### src/rtl/dram_addr_gen.sv
// -----------------------------------------------------------------------------
// dram_addr_gen
//   Drains full blocks from eight reorder buffers into DRAM as a sequence of
//   fixed-length write bursts. A round-robin arbiter picks one ready buffer.
//   That buffer is then held for a whole block of BLOCK_WORDS 256-bit words.
//   The words are read one at a time and written out in bursts of BURST_LEN.
//   The write address is a free-running burst base address. It keeps its value
//   between blocks, so successive blocks land in consecutive address ranges.
//
// Parameters
//   BLOCK_WORDS : words drained per grant (multiple of BURST_LEN)
//   BURST_LEN   : words per DRAM write burst (1..16)
//
// Ports
//   clk, rst                 : clock; asynchronous active-high reset
//   triggering_time_stamp    : timestamp of first trigger (valid with status)
//   triggering_status        : trigger flag from global coordinator
//   BRAM_ready_mask[7:0]     : buffer i holds a full block
//   BRAM_rd_data[255:0]      : selected buffer read data, 1 cycle after request
//   BRAM_rd_request[7:0]     : one-hot read strobe for the granted buffer
//   BRAM_Sel[2:0]            : granted buffer index (external data mux)
//   DRAM_Wait_Request        : DRAM stall; word taken when enable & !wait
//   DRAM_Write_Enable        : write data valid
//   DRAM_Write_Burst_Begin   : first word of a burst
//   DRAM_Write_Burst_Count   : burst length (BURST_LEN while writing)
//   DRAM_Write_Addr[24:0]    : burst base address, word units
//   DRAM_Write_Data[255:0]   : write data
//   MASK_output              : address-mask pulse (optional feature)
//
// Build option
//   DRAM_ADDR_MASK_EN : when defined, a rising edge on triggering_status
//   captures the current write address and timestamp internally. It also
//   pulses MASK_output for one cycle. When undefined, MASK_output is tied to 0.
// -----------------------------------------------------------------------------
module dram_addr_gen #(
  parameter int BLOCK_WORDS = 128,
  parameter int BURST_LEN   = 16
) (
  input  logic         clk,
  input  logic         rst,
  input  logic [15:0]  triggering_time_stamp,
  input  logic         triggering_status,
  input  logic [7:0]   BRAM_ready_mask,
  input  logic [255:0] BRAM_rd_data,
  output logic [7:0]   BRAM_rd_request,
  output logic [2:0]   BRAM_Sel,
  input  logic         DRAM_Wait_Request,
  output logic         DRAM_Write_Enable,
  output logic         DRAM_Write_Burst_Begin,
  output logic [4:0]   DRAM_Write_Burst_Count,
  output logic [24:0]  DRAM_Write_Addr,
  output logic [255:0] DRAM_Write_Data,
  output logic         MASK_output
);

  localparam int NUM_BUF = 8;
  localparam int WCW     = $clog2(BLOCK_WORDS + 1);

  localparam logic [WCW-1:0] LAST_WORD = WCW'(BLOCK_WORDS - 1);
  localparam logic [4:0]     LAST_BEAT = 5'(BURST_LEN - 1);
  localparam logic [4:0]     BURST_CNT = 5'(BURST_LEN);
  localparam logic [24:0]    ADDR_STEP = 25'(BURST_LEN);

  if (BURST_LEN < 1 || BURST_LEN > 16 || (BLOCK_WORDS % BURST_LEN) != 0) begin : g_bad_cfg
    $error("dram_addr_gen: illegal BLOCK_WORDS/BURST_LEN combination");
  end

  typedef enum logic [2:0] {
    IDLE  = 3'd0,
    ARB   = 3'd1,
    RD    = 3'd2,
    LATCH = 3'd3,
    WR    = 3'd4,
    NEXT  = 3'd5
  } state_t;

  state_t         state;
  logic [2:0]     rr_ptr;     // last granted buffer
  logic [WCW-1:0] word_cnt;   // words completed in current block
  logic [4:0]     burst_cnt;  // position of the current word inside its burst

  // Round-robin grant: first ready buffer after the last grant, wrapping.
  // i runs 1..8, so the last granted buffer itself has the lowest priority.
  logic [2:0] grant;
  logic       grant_vld;

  always_comb begin
    grant     = '0;
    grant_vld = 1'b0;
    for (int i = 1; i <= NUM_BUF; i++) begin
      if (!grant_vld && BRAM_ready_mask[rr_ptr + 3'(i)]) begin
        grant     = rr_ptr + 3'(i);
        grant_vld = 1'b1;
      end
    end
  end

  // Every output is a register, so an asynchronous reset clears all of them
  // immediately. A block in flight is abandoned and is not resumed.
  always_ff @(posedge clk or posedge rst) begin
    if (rst) begin
      state                  <= IDLE;
      rr_ptr                 <= 3'd7;  // buffer 0 wins the first arbitration
      word_cnt               <= '0;
      burst_cnt              <= '0;
      BRAM_Sel               <= '0;
      BRAM_rd_request        <= '0;
      DRAM_Write_Enable      <= 1'b0;
      DRAM_Write_Burst_Begin <= 1'b0;
      DRAM_Write_Burst_Count <= '0;
      DRAM_Write_Addr        <= '0;
      DRAM_Write_Data        <= '0;
    end else begin
      case (state)
        IDLE: begin
          if (|BRAM_ready_mask) state <= ARB;
        end

        // The mask is sampled here only. Later mask changes cannot move
        // BRAM_Sel until the whole block has been drained.
        ARB: begin
          if (grant_vld) begin
            BRAM_Sel        <= grant;
            rr_ptr          <= grant;
            word_cnt        <= '0;
            burst_cnt       <= '0;
            BRAM_rd_request <= NUM_BUF'(1) << grant;  // high during RD only
            state           <= RD;
          end else begin
            state <= IDLE;
          end
        end

        RD: begin
          BRAM_rd_request <= '0;
          state           <= LATCH;
        end

        LATCH: begin
          DRAM_Write_Data        <= BRAM_rd_data;
          DRAM_Write_Enable      <= 1'b1;
          DRAM_Write_Burst_Begin <= (burst_cnt == 5'd0);
          DRAM_Write_Burst_Count <= BURST_CNT;
          state                  <= WR;
        end

        // Data, address and burst-begin are held until the DRAM takes the word.
        WR: begin
          if (!DRAM_Wait_Request) begin
            DRAM_Write_Enable      <= 1'b0;
            DRAM_Write_Burst_Begin <= 1'b0;
            DRAM_Write_Burst_Count <= '0;
            state                  <= NEXT;
          end
        end

        NEXT: begin
          word_cnt <= word_cnt + 1'b1;
          if (burst_cnt == LAST_BEAT) begin
            burst_cnt       <= '0;
            DRAM_Write_Addr <= DRAM_Write_Addr + ADDR_STEP;  // wraps at 2^25
          end else begin
            burst_cnt <= burst_cnt + 1'b1;
          end
          if (word_cnt == LAST_WORD) begin
            state <= IDLE;
          end else begin
            BRAM_rd_request <= NUM_BUF'(1) << BRAM_Sel;
            state           <= RD;
          end
        end

        default: state <= IDLE;
      endcase
    end
  end

`ifdef DRAM_ADDR_MASK_EN
  // Trigger edge detect. The captured address and timestamp are for an
  // address-masking stage that sits after this block.
  logic        trig_q;
  logic [24:0] mask_addr;
  logic [15:0] mask_ts;

  always_ff @(posedge clk or posedge rst) begin
    if (rst) begin
      trig_q      <= 1'b0;
      mask_addr   <= '0;
      mask_ts     <= '0;
      MASK_output <= 1'b0;
    end else begin
      trig_q      <= triggering_status;
      MASK_output <= triggering_status & ~trig_q;
      if (triggering_status && !trig_q) begin
        mask_addr <= DRAM_Write_Addr;
        mask_ts   <= triggering_time_stamp;
      end
    end
  end

  logic unused_mask_regs;
  assign unused_mask_regs = ^{mask_addr, mask_ts};
`else
  assign MASK_output = 1'b0;

  logic unused_trig;
  assign unused_trig = ^{triggering_status, triggering_time_stamp};
`endif

endmodule

### config.mk
export PLATFORM = sky130hd
export DESIGN_NAME = dram_addr_gen
export DESIGN_NICKNAME = d
export VERILOG_FILES = /design/src/rtl/dram_addr_gen.sv
export SDC_FILE = /design/constraint.sdc
export NUM_CORES = 1
export LEC_CHECK = 0
export ABC_AREA = 1
export BUFFER_PORTS_ARGS = -buffer_cell sky130_fd_sc_hd__buf_2
export CAP_MARGIN = 25
export CELL_PAD_IN_SITES_DETAIL_PLACEMENT = 0
export CELL_PAD_IN_SITES_GLOBAL_PLACEMENT = 2
export CORE_MARGIN = 2
export CORE_UTILIZATION = 26
export CTS_CLUSTER_SIZE = 14
export DETAILED_ROUTE_END_ITERATION = 12
export PLACE_DENSITY_LB_ADDON = 0.1
export SLEW_MARGIN = 20
export SYNTH_ARGS = -nofsm -noshare
export SYNTH_HDL_FRONTEND = slang
export SYNTH_SLANG_ARGS = --single-unit
### constraint.sdc
create_clock -name clk -period 8.4 [get_ports clk]
set_input_delay 0 -clock clk [delete_from_list [all_inputs] [get_ports clk]]
set_output_delay 0 -clock clk [all_outputs]
set_load 0.02 [all_outputs]
==> impl_results.md <==
- Outcome: completed
- Synthesized area: 12,800 um^2
- GRT Util Overall: 17.3%
- Leak pwr: just under 10 nW
- H-tree levels: 2
- Synth area leaders: dfrtp_1 60%, mux2_2 23%, nand2_1 3.2%
- Vias: 10.4k
- Fin crit share: 37.0%
- Non-filler instance count after layout: 2,497
- Crit-path most repeated cell: nand2_1
- Initial core utilization: 26.2%
- Crit path max-delay family: simple AND/OR/NAND/NOR gates
- CTS root buffer: clkbuf_16
- WP data arrival: 3530 ps
- CP Capture Type: flop
- Least-Margin Pin Slew: 934 ps
- Worst-path fanout max: 13
- Layout cell share with drive strength beyond 1: 51.1%
- Total CTS buffers: 39
- Syn Area/Cell: roughly 13 um^2
- Final wirelength: 45,000 um
- Final HPWL DP: 34,100 um
- YS warnings: 0
- Critical path, cell by cell: inv_2 > ha_1 > inv_2 > nand3_1 > nand3_1 > nand2_1 > inv_2 > nand4_2 > nor2_4 > nand3_1 > nand4_1 > nand2_1 > nand2_1 > inv_1 > nand2_1 > nand2_1
- Post-route ant nets: 0
- Max_cap viols: 0
- Crit path from: rr_ptr[0]
- Critical path's slowest cell: dfstp_2
- DIE WIDTH: approximately 230 um
- Post-synth top area share: 59.9%
- Global-route wire length before repair: 67,000 um
- Max incr delay on CP: roughly 700 ps
- WS Path Type: reg -> reg
- PortBufs: 557
- # DRC: 0
- Clock-pin slew on the worst setup and hold paths: about 60 ps
- CTS tree: built
- Clock Latency Late Sink: approximately 550 ps
- DIE AREA: around 51,000 um^2
- Post-CTS setup buffers: 0
- Initial antenna violation count: 6
- Nets: 2,089
- CORE AREA: 48,700 um^2
- Peak VDD IR: 194 uV
- Sequential Area: ~7700 um^2
- DR iter-0 viols: 379
- Initial DRT Pass Iterations: 6
- # fillers: 4,835
- Skew final: 15.9 ps
- Largest net degree at the start of global routing: 140
- CP Buf/Inv Count: 4
- Unique cell type count in the Yosys netlist: 38
- Multi-input gate area: 4650 um^2
- #FFs+latches synth: 309
- Post-synth top flop: dfrtp_1
- Slew margin rel.: a little under two fifths
- Final hold viol count: 0
- CP required: 8820 ps
- Final Slew Violations: 0
- Synth async-reset ratio: 100%
- Congestion Overflow GR: 0
- I/O pins: 584
- Clock tree buffer depth: 3
- Cell taking the most area after synthesis: dfrtp_1
- Fmax achieved: 322 MHz
- Sequential element share of the synthesized area: 60.5%
- EDFF count, synth: 0
- Wire per inst: 18.0 um
- Setup TNS: 0 ps
- Area Overhead vs Synth: 57.6%
- Routed vias/inst: 4.17
- RSZ-0062 raised after global routing: false
- Hold crit path type: in -> async
- GPL Wtd Cong: 0.772
- Die height: roughly 230 um
- Reg2reg start: rr_ptr[0]
- Post-layout minimum cycle time: 3110 ps
- Power Dens Cells: 398 nW/um^2
- Startpoint types: flop
- Syn Inst Count: 972
- Placed cell count: 2,164
- Row count: about 80
- Final setup viols: 0
- CTS Sinks: 309
- Vias in the first global route: 11.4k
[layer usage]
layer	up-vias	GRT usage [%]	share of wire [%]
li1	4941	-	-
met1	5049	19.4	39
met2	361	30.4	50
met3	70	5.53	7.3
met4	2	6.62	3.4
met5	-	0	0.022
[cell families after synthesis]
logic type / synth area share [%]
AO/OA/AOI/OAI: 1.69
XOR/XNOR: 1.77
other: 0.0293
multiplexers: 22.5
buffers and inverters: 3.51
adder cells (fa/ha/maj): 0.587
AND/OR/NAND/NOR: 9.39
flip-flops: 60.5
[report_power, final]
part           internal, W  switching, W  total, W
Sequential         0.00219      0.000349   0.00254
Clock             0.000978      0.000666   0.00164
Combinational      0.00154       0.00229   0.00383
[through the flow]
step	worst slack, ps	power (W)	instance area, um^2	hold slack, ps	utilization, %
floorplan	4290	0.00504	12800	151	-
global placement	5260	0.00632	16300	231	33.4
detailed placement	5310	0.00634	16300	235	33.5
CTS	5290	0.00815	20100	125	41.3
global route	4940	0.00856	20200	197	41.4
finish	5290	0.00802	20200	114	41.4
[final timing paths]
path,end,slack [ps],cells after the start
worst max-delay path,BRAM_rd_request[3],5290,16
worst min-delay path,word_cnt[1],110,4
worst max register to register,BRAM_rd_request[3],5290,16
worst min register to register,DRAM_Write_Addr[24],470,1
max in group asynchronous,DRAM_Write_Data[151],6100,6
min in group clk,state[0],130,6
[registers in the layout, indices dropped and copies added, names as in the netlist]
signal                  cells
BRAM_Sel                    3
DRAM_Write_Burst_Begin      1
word_cnt                    8
rr_ptr                      3
DRAM_Write_Addr            21
BRAM_rd_request             8
burst_cnt                   5
DRAM_Write_Data           256
DRAM_Write_Burst_Count      1
state                       3
[cell type report]
| cell class | instances | area share (%) |
|---|---|---|
| timing repair buffer | 824 | 27.2 |
| tap | 664 | 4.12 |
| clock buffer | 63 | 5.94 |
| sequential | 309 | 38.4 |
| antenna | 4 | 0.0497 |
| inverter | 50 | 0.950 |
| multi-input combinational | 575 | 23.1 |
| clock inverter | 8 | 0.304 |
[timing repair]
action	4_1_cts	5_1_grt
resized for setup	0	0
hold buffers	258	0
hold endpoints to repair	460	0
[synthesized netlist by cell type, types with 8 or more instances]
library cell / count
dfrtp_1: 306
inv_2: 9
nand2_2: 8
mux2_2: 256
nand4_1: 11
buf_4: 10
buf_2: 23
nand3_1: 47
nor2_1: 31
inv_1: 41
nand3_2: 10
o21ai_0: 21
clkbuf_1: 10
nand2_1: 108
xor2_1: 14
xnor2_1: 10
[cell usage in the layout, fill, tap and decap left out, types with 6 or more instances in the layout]
master         synthesis  routed
buf_2                 23     557
dfrtp_1              306     306
dlygate4sd3_1          0     258
mux2_2               256     256
nand2_1              108     108
nand3_1               47      46
inv_1                 41      40
clkbuf_16              0      40
nor2_1                31      31
o21ai_0               21      21
xor2_1                14      14
clkbuf_1              10      12
nand4_1               11      11
clkbuf_8               0      11
xnor2_1               10      10
nand3_2               10      10
inv_2                  9       9
conb_1                 1       9
nand2_2                8       8
nor3_1                 6       6
nor2_2                 6       6
ha_1                   6       6
buf_4                 10       6
[tightest hold or removal path: cells and delay by family]
kind / cells / cell delay, ps
buffers and inverters: 4 / 1150
(Power assumes the default switching activity.)
